### config.mk
export PLATFORM = sky130hd
export DESIGN_NAME = mux_rr_pipe
export DESIGN_NICKNAME = d
export VERILOG_FILES = /design/src/rtl/mux_rr_pipe_pkg.sv /design/src/rtl/mux_rr_pipe_rr_arbiter.sv /design/src/rtl/mux_rr_pipe.sv
export SDC_FILE = /design/constraint.sdc
export NUM_CORES = 1
export LEC_CHECK = 0
export BUFFER_PORTS_ARGS = -buffer_cell sky130_fd_sc_hd__buf_2
export CORE_MARGIN = 4
export CORE_UTILIZATION = 43
export CTS_BUF_LIST = sky130_fd_sc_hd__clkbuf_4 sky130_fd_sc_hd__clkbuf_8
export DETAILED_ROUTE_END_ITERATION = 6
export PLACE_DENSITY_LB_ADDON = 0.3
export SYNTH_ARGS = -nofsm -noshare
export SYNTH_HDL_FRONTEND = slang
export SYNTH_SLANG_ARGS = --single-unit
### constraint.sdc
create_clock -name clk -period 1.92 [get_ports clk]
set_input_delay 0.192 -clock clk [delete_from_list [all_inputs] [get_ports clk]]
set_output_delay 0.192 -clock clk [all_outputs]
set_load 0.02 [all_outputs]
### src/rtl/mux_rr_pipe_pkg.sv
`default_nettype none
// ============================================================================
// Module      : mux_rr_pipe_pkg
// Description : Shared definitions for the mux_rr_pipe slice. Provides the
//               selection-mode encodings and a ceil(log2) helper that is used
//               to size channel-index fields.
// Ports       : none (package)
// Revision    : 1.0 - initial release
// ============================================================================
package mux_rr_pipe_pkg;

  // Selection-mode encodings for the mode input
  localparam logic c_MODE_DIRECTED = 1'b0;
  localparam logic c_MODE_RR       = 1'b1;

  // ceil(log2(value)) with a floor of 1, so a 2-channel mux still gets a
  // 1-bit index field.
  function automatic int clog2(input int value);
    int r;
    r = 0;
    for (int i = 0; i < 31; i++) begin
      if ((1 << i) < value) begin
        r = i + 1;
      end
    end
    return (r == 0) ? 1 : r;
  endfunction

endpackage
`default_nettype wire

### src/rtl/mux_rr_pipe_rr_arbiter.sv
`default_nettype none
// ============================================================================
// Module      : mux_rr_pipe_rr_arbiter
// Description : Purely combinational rotating-priority arbiter. Scans the
//               request vector starting at i_ptr+1 (modulo N) and grants the
//               first requester found. The caller owns the pointer register.
// Ports       : i_req      - per-channel request
//               i_ptr      - index of the most recently granted channel
//               o_gnt_vld  - at least one request present
//               o_gnt_idx  - granted channel index (0 when o_gnt_vld=0)
// Revision    : 1.0 - initial release
// ============================================================================
module mux_rr_pipe_rr_arbiter #(
  parameter int N     = 4,
  parameter int SEL_W = 2
) (
  input  logic [N-1:0]     i_req,
  input  logic [SEL_W-1:0] i_ptr,
  output logic             o_gnt_vld,
  output logic [SEL_W-1:0] o_gnt_idx
);

  // Walk from the lowest priority (ptr+N, i.e. ptr itself) towards the
  // highest (ptr+1); the last hit written is therefore the first in
  // rotating order.
  always_comb begin
    o_gnt_vld = 1'b0;
    o_gnt_idx = '0;
    for (int k = N; k >= 1; k--) begin
      if (i_req[(int'(i_ptr) + k) % N]) begin
        o_gnt_vld = 1'b1;
        o_gnt_idx = SEL_W'((int'(i_ptr) + k) % N);
      end
    end
  end

endmodule
`default_nettype wire

### src/rtl/mux_rr_pipe.sv
`default_nettype none
// ============================================================================
// Module      : mux_rr_pipe
// Description : N:1 data-path mux with one registered output stage and
//               valid/ready handshakes on every channel. Source selection is
//               either directed (sel) or round-robin across valid channels.
// Ports       : clk, rst  - clock, synchronous active-high reset
//               mode      - 0 directed, 1 round-robin
//               sel       - directed-mode source index
//               in_data   - packed channel data, channel i at [i*WIDTH +: WIDTH]
//               in_valid  - per-channel valid
//               in_ready  - per-channel ready, one-hot or zero
//               out_data  - registered selected word
//               out_src   - channel index that produced out_data
//               out_valid - output register holds a word
//               out_ready - downstream accept
//               xfer_cnt  - wrapping count of completed output transfers
// Revision    : 1.0 - initial release
// ============================================================================
module mux_rr_pipe
  import mux_rr_pipe_pkg::*;
#(
  parameter int WIDTH = 32,
  parameter int N     = 4,
  parameter int CNT_W = 16,
  parameter int SEL_W = clog2(N)
) (
  input  logic               clk,
  input  logic               rst,
  input  logic               mode,
  input  logic [SEL_W-1:0]   sel,
  input  logic [N*WIDTH-1:0] in_data,
  input  logic [N-1:0]       in_valid,
  output logic [N-1:0]       in_ready,
  output logic [WIDTH-1:0]   out_data,
  output logic [SEL_W-1:0]   out_src,
  output logic               out_valid,
  input  logic               out_ready,
  output logic [CNT_W-1:0]   xfer_cnt
);

  logic [WIDTH-1:0] r_out_data;
  logic [SEL_W-1:0] r_out_src;
  logic             r_out_valid;
  logic [CNT_W-1:0] r_xfer_cnt;
  logic [SEL_W-1:0] r_rr_ptr;

  logic             w_can_accept;
  logic             w_out_xfer;
  logic             w_dir_vld;
  logic             w_rr_vld;
  logic [SEL_W-1:0] w_rr_idx;
  logic             w_gnt_vld;
  logic [SEL_W-1:0] w_gnt_idx;
  logic             w_take;
  logic [WIDTH-1:0] w_sel_data;

  // Reset also blocks acceptance so no word is taken while rst is high.
  assign w_can_accept = ~rst & (~r_out_valid | out_ready);
  assign w_out_xfer   = r_out_valid & out_ready;

  // Directed grant: compare against each legal index so an out-of-range
  // sel simply matches nothing.
  always_comb begin
    w_dir_vld = 1'b0;
    for (int i = 0; i < N; i++) begin
      if (sel == SEL_W'(i)) begin
        w_dir_vld = in_valid[i];
      end
    end
  end

  mux_rr_pipe_rr_arbiter #(
    .N     (N),
    .SEL_W (SEL_W)
  ) u_rr_arbiter (
    .i_req     (in_valid),
    .i_ptr     (r_rr_ptr),
    .o_gnt_vld (w_rr_vld),
    .o_gnt_idx (w_rr_idx)
  );

  always_comb begin
    w_gnt_vld = w_dir_vld;
    w_gnt_idx = sel;
    if (mode == c_MODE_RR) begin
      w_gnt_vld = w_rr_vld;
      w_gnt_idx = w_rr_idx;
    end
  end

  // A grant always implies in_valid on the granted channel, so a granted
  // and acceptable cycle is an input transfer.
  assign w_take = w_can_accept & w_gnt_vld;

  always_comb begin
    w_sel_data = '0;
    in_ready   = '0;
    for (int i = 0; i < N; i++) begin
      if (w_gnt_idx == SEL_W'(i)) begin
        w_sel_data  = in_data[i*WIDTH +: WIDTH];
        in_ready[i] = w_take;
      end
    end
  end

  always_ff @(posedge clk) begin
    if (rst) begin
      r_out_valid <= 1'b0;
      r_out_data  <= '0;
      r_out_src   <= '0;
      r_xfer_cnt  <= '0;
      r_rr_ptr    <= SEL_W'(N - 1);
    end else begin
      if (w_out_xfer) begin
        r_xfer_cnt <= r_xfer_cnt + CNT_W'(1);
      end
      // Load wins over drain so a simultaneous in/out transfer leaves no bubble.
      if (w_take) begin
        r_out_valid <= 1'b1;
        r_out_data  <= w_sel_data;
        r_out_src   <= w_gnt_idx;
      end else if (w_out_xfer) begin
        r_out_valid <= 1'b0;
      end
      if (w_take && (mode == c_MODE_RR)) begin
        r_rr_ptr <= w_gnt_idx;
      end
    end
  end

  assign out_data  = r_out_data;
  assign out_src   = r_out_src;
  assign out_valid = r_out_valid;
  assign xfer_cnt  = r_xfer_cnt;

endmodule
`default_nettype wire

Yosys cells after proc, flatten, opt, wreduce, memory -nomap -nowiden
Cells that the tools add are included.
Widths: inputs -> output; s select.
- latch bits: 0
- ROM bits: 0
- memories kept: 0
- logic and storage cells: 74
- register bits: 53
- bits of input ports: 138
- output and inout port bits: 55
- RAM bits: 0
- order comparisons: 4
- muxes and demuxes: 36
- multiply operators: 0
- reduce and logical (&&, ||, !) cells: 8
- eq/ne operators: 6
- bitwise logic cells: 10
- div/mod/pow operators: 0
- add/sub/neg operators: 5
- shift-type cells: 0
- operators by type and width (cell ; count):
    $mux 32 ; 4
    $mux 1 ; 23
    $add 16x1->16 const B ; 1
    $lt 3x4->1 const B ; 4
    $mux 2 ; 5
    $bmux 1 s2 ; 4
    $eq 2x2->1 const B ; 4
    $reduce_or 2->1 ; 4
    $add 2x1->2 const B ; 2
    $add 2x2->2 const B ; 2
    $and 1x1->1 const A ; 4
    $eq 2x1->1 const B ; 2
    $logic_not 2->1 ; 2
    $and 1x1->1 ; 3
    $not 1->1 ; 2
    $reduce_bool 2->1 ; 1
    $logic_and 1x1->1 ; 1
    $or 1x1->1 ; 1

Logic depth before layout (Yosys ltp)
- depth in word-level cells: 16
- depth in mapped cells: 8
- depth with buffers taken out: 5

Modules after synthesis
From an unflattened synthesis, not the netlist that was laid out.
- cell total of the unflattened synthesis: 239
- area total of the unflattened synthesis: 2915.3 um^2
- by module, submodules not included (module ; cells each ; instances ; area an instance (um^2) ; seq. area each (um^2)):
    mux_rr_pipe ; 225 ; 1 ; 2824.0 ; 1061.0
    mux_rr_pipe_rr_arbiter ; 14 ; 1 ; 91.3 ; 0.0

Worst setup path after synthesis
OpenSTA, ideal clock, no wires.
- path type: register to output
- start point: register r_rr_ptr[1]
- end point: output port in_ready[0]
- buffers on the path: 3
- arrival: 1921 ps
- cell stages (with the launch flop): 8
- required time: 1728 ps
- setup slack: -193 ps
- cells stage by stage: dfxtp_1 -> buf_2 -> nand2b_1 -> o221a_2 -> a211o_1 -> buf_6 -> buf_6 -> nor3_1
- cells in the longest elaborated chain, start to end: 11
- elaborated cells between the ends (all ways): 29
- ends and longest elaborated chain (element ; RTL line ; source):
    start: declaration ; mux_rr_pipe.sv:46 ; logic [SEL_W-1:0] r_rr_ptr;
    start signal: assignment ; mux_rr_pipe.sv:113 ; r_rr_ptr <= SEL_W'(N - 1);
    start signal: assignment ; mux_rr_pipe.sv:127 ; r_rr_ptr <= w_gnt_idx;
    $add 2x1->2 ; mux_rr_pipe_rr_arbiter.sv:30, mux_rr_pipe_rr_arbiter.sv:32 ;
    $bmux 1 s2 ; mux_rr_pipe_rr_arbiter.sv:30 ; if (i_req[(int'(i_ptr) + k) % N]) begin
    $mux 1 (not written as such) (2 in a row) ; mux_rr_pipe_rr_arbiter.sv:30 ;
    $mux 1 / $mux 2 (equally long branches) (4 in a row) ; mux_rr_pipe_rr_arbiter.sv:30 ;
    $mux 1 / $mux 2 (equally long branches) ; mux_rr_pipe.sv:86 ; if (mode == c_MODE_RR) begin
    $and 1x1->1 / $logic_not 2->1 (equally long branches) ; mux_rr_pipe.sv:94, mux_rr_pipe.sv:100 ;
    $mux 1 * ; mux_rr_pipe.sv:100 ; if (w_gnt_idx == SEL_W'(i)) begin
    end: declaration ; mux_rr_pipe.sv:34 ; output logic [N-1:0] in_ready,
Mark *: on every way between the ends. The rest lies on a longest branch, timed or not. The select of a mux whose other input is x is not followed.

Worst setup path after layout
- start point: register r_rr_ptr[1]
- end point: output port in_ready[1]
- cells in the longest elaborated chain, start to end: 11
- elaborated cells between the ends (all ways): 29
- ends and longest elaborated chain (element ; RTL line):
    $add 2x1->2 ; mux_rr_pipe_rr_arbiter.sv:30, mux_rr_pipe_rr_arbiter.sv:32
    $bmux 1 s2 ; mux_rr_pipe_rr_arbiter.sv:30
    $mux 1 (not written as such) (2 in a row) ; mux_rr_pipe_rr_arbiter.sv:30
    $mux 2 / $mux 1 (equally long branches) (4 in a row) ; mux_rr_pipe_rr_arbiter.sv:30
    $mux 2 / $mux 1 (equally long branches) ; mux_rr_pipe.sv:86
    $eq 2x1->1 / $and 1x1->1 (equally long branches) ; mux_rr_pipe.sv:100, mux_rr_pipe.sv:94
    $mux 1 * ; mux_rr_pipe.sv:100
Marks and branches as above.

==> metrics.txt <==
outcome finished, violations left; failing checks setup timing; RSZ-0062 raised after global routing yes; Max Fclk between 400 and 500 MHz; # rows 34; DR pass1 iterations 4; Setup CP Type flop to output pin; via/cell ratio 5.70; Yosys top cell by area dfxtp_1; Worst-path clk slew 0.10 ns; Synth cell types 44; Final period util 110%; VDD IR max about 0.00038 V; synthesized area per cell 9.51 sq um; CP Max Fanout 8; # clock sinks 53; Post-synth top flop dfxtp_1; met2 wire len around 6.2 mm; IO Port Bufs around 190; Layout Utilization a little over three fifths; fin nets 731; crit start category flop; post-detail-place hpwl 8.99 mm; IO Count slightly below 200; DRC violations left 0; Post-synth EDFFs 0; initial antenna violation count 1; Period minus WS final about 2.1 ns; sequential share of the synthesized area 27.8%; share of post-route cells with drive strength above 1 around 57%; CTS Buf Count 5; Synth warnings 0; GP Congestion between 0.8 and 0.9; CP arrival about 1.9 ns; global-route wire length before repair between 15 and 20 mm; Final Setup Violations 16; Metal-1 WL roughly 5 mm; Critical Path RT between 1.5 and 2 ns; PnR worst setup slack -0.191 ns; routed wl met3 a little over 1 mm; most frequent cells in the layout buf_2 (188), and2_1 (66), dfxtp_1 (52); Synth Instances around 400; DP Worst Slack -0.0592 ns; grt ovf 0; largest net degree at the start of global routing 66; Die X 102 microns; crit end category output pin; die area between 10000 and 15000 sq um; reg2reg path depth 7; #FFs+latches synth between 50 and 60; CTS tree done; clock tree buffer depth 2; setup TNS -1.12 ns; Least-Margin Pin Slew a little over 0.5 ns; total track usage 22.7%; vias in the first global route 3813; ys async rst share 0%; clk root buf clkbuf_8; routed vias between 4000 and 5000; core area between 8000 and 9000 sq um; Max Clock Skew approximately 0.011 ns; drt wl/cell 17.8 microns; Max Used Layer met5; Mapped Area 3810 sq um; top cells by area, synth dfxtp_1 (28%), a221oi_2 (15%), and2_1 (11%); initial core utilization ~44%; Lkg Pwr 0.00237 uW; commonest non-fill, non-tap cell in the layout buf_2; Yosys top cell area share between 20% and 30%; remaining antenna violation count 0; area grow syn2layout 43.0%; final hold vios 0; initial drt markers between 100 and 150; Rel. slew slack 65.7%; total power 3460 uW; final WL 12.5 mm; min-delay worst type input port to flop; Die H between 100 and 150 microns; hold depth 2; Clock Latency Late Sink 0.31 ns; Slew Limit Fails 0; Net Count, Synth 540; MaxCap Viol Count 0; P per Cell Area roughly 630 nW/um^2; H-tree depth 2
==> cell type report <==
class                   count  area (sq um)
inverters                   2          7.51
clock inverters             1          5.00
well taps                 108           135
flip-flops and latches     53          1060
diodes                      1          2.50
fillers                   720          3220
repair buffers            229          1430
multi-input cells         301          2710
clock buffers               7          96.3
==> state kept, by name, indices dropped and copies added, names as in the netlist <==
register and cells:
out_data 32, out_src 2, out_valid 1, r_rr_ptr 2
xfer_cnt 16
==> where the power goes <==
group	switching (uW)	internal, uW	total, uW
clock	378	327	706
sequential	66.5	1210	1270
combinational	801	676	1480
total	1250	2210	3460
==> metal layers <==
layer | global-route usage (%) | vias up
li1 | - | 1911
met1 | 27.8 | 1898
met2 | 40.7 | 169
met3 | 4.57 | 22
met4 | 5.45 | 2
met5 | 0 | -
==> cells by family (layout without fill, tap and decap cells) <==
logic type / after synthesis / in the layout / synth area share (%)
buffers and inverters: 47 / 239 / 7.91
AND/OR/NAND/NOR: 164 / 164 / 23.9
multiplexers: 3 / 3 / 1.12
adder cells (fa/ha/maj): 1 / 1 / 0.328
flip-flops: 53 / 53 / 27.8
XOR/XNOR: 14 / 14 / 3.22
AO/OA/AOI/OAI: 119 / 119 / 35.8
other: 0 / 1 / 0
==> per-stage QoR <==
step                      hold slack, ns  instances  instance area, sq um
after detailed placement           0.447        683                  4950
after CTS                          0.165        701                  5290
after global routing               0.179        701                  5450
final                              0.174        702                  5460
after global placement             0.438        683                  4950
after floorplan                    0.390        401                  3830
==> cells in the mapped netlist, drive strengths merged, types with 4 or more instances <==
library cell,n
buf,34
xnor2,6
o31ai,33
o21ai,5
a211oi,4
nor3,4
nand3b,6
a221oi,64
dfxtp,53
nand4,4
xor2,8
nor2b,5
nand2,34
clkbuf,11
nand2b,6
nor2,20
and2,67
==> timing repair <==
item,CTS,global route
hold buffers,0,0
pin swaps,9,2
endpoints found under the setup margin,9,36
setup buffers,8,2
gates cloned,2,0
gates resized for setup,29,27
==> worst paths after layout <==
kind | startpoint | to | slack [ns]
worst max register to register | r_rr_ptr[1] | out_data[10] | -0.07
worst min-delay path | rst | r_rr_ptr[1] | 0.17
worst max-delay path | r_rr_ptr[1] | in_ready[1] | -0.19
worst min register to register | out_data[10] | out_data[10] | 0.46
==> worst max-delay path, stage by stage (launching register included) <==
cell and delay (ns):
dfxtp_4 0.41, nand2_2 0.06, a221o_1 0.36, buf_6 0.13, a211oi_4 0.31, buf_6 0.16, nor3_2 0.03, buf_4 0.15
Note: power is estimated with default switching activity, not from simulation.
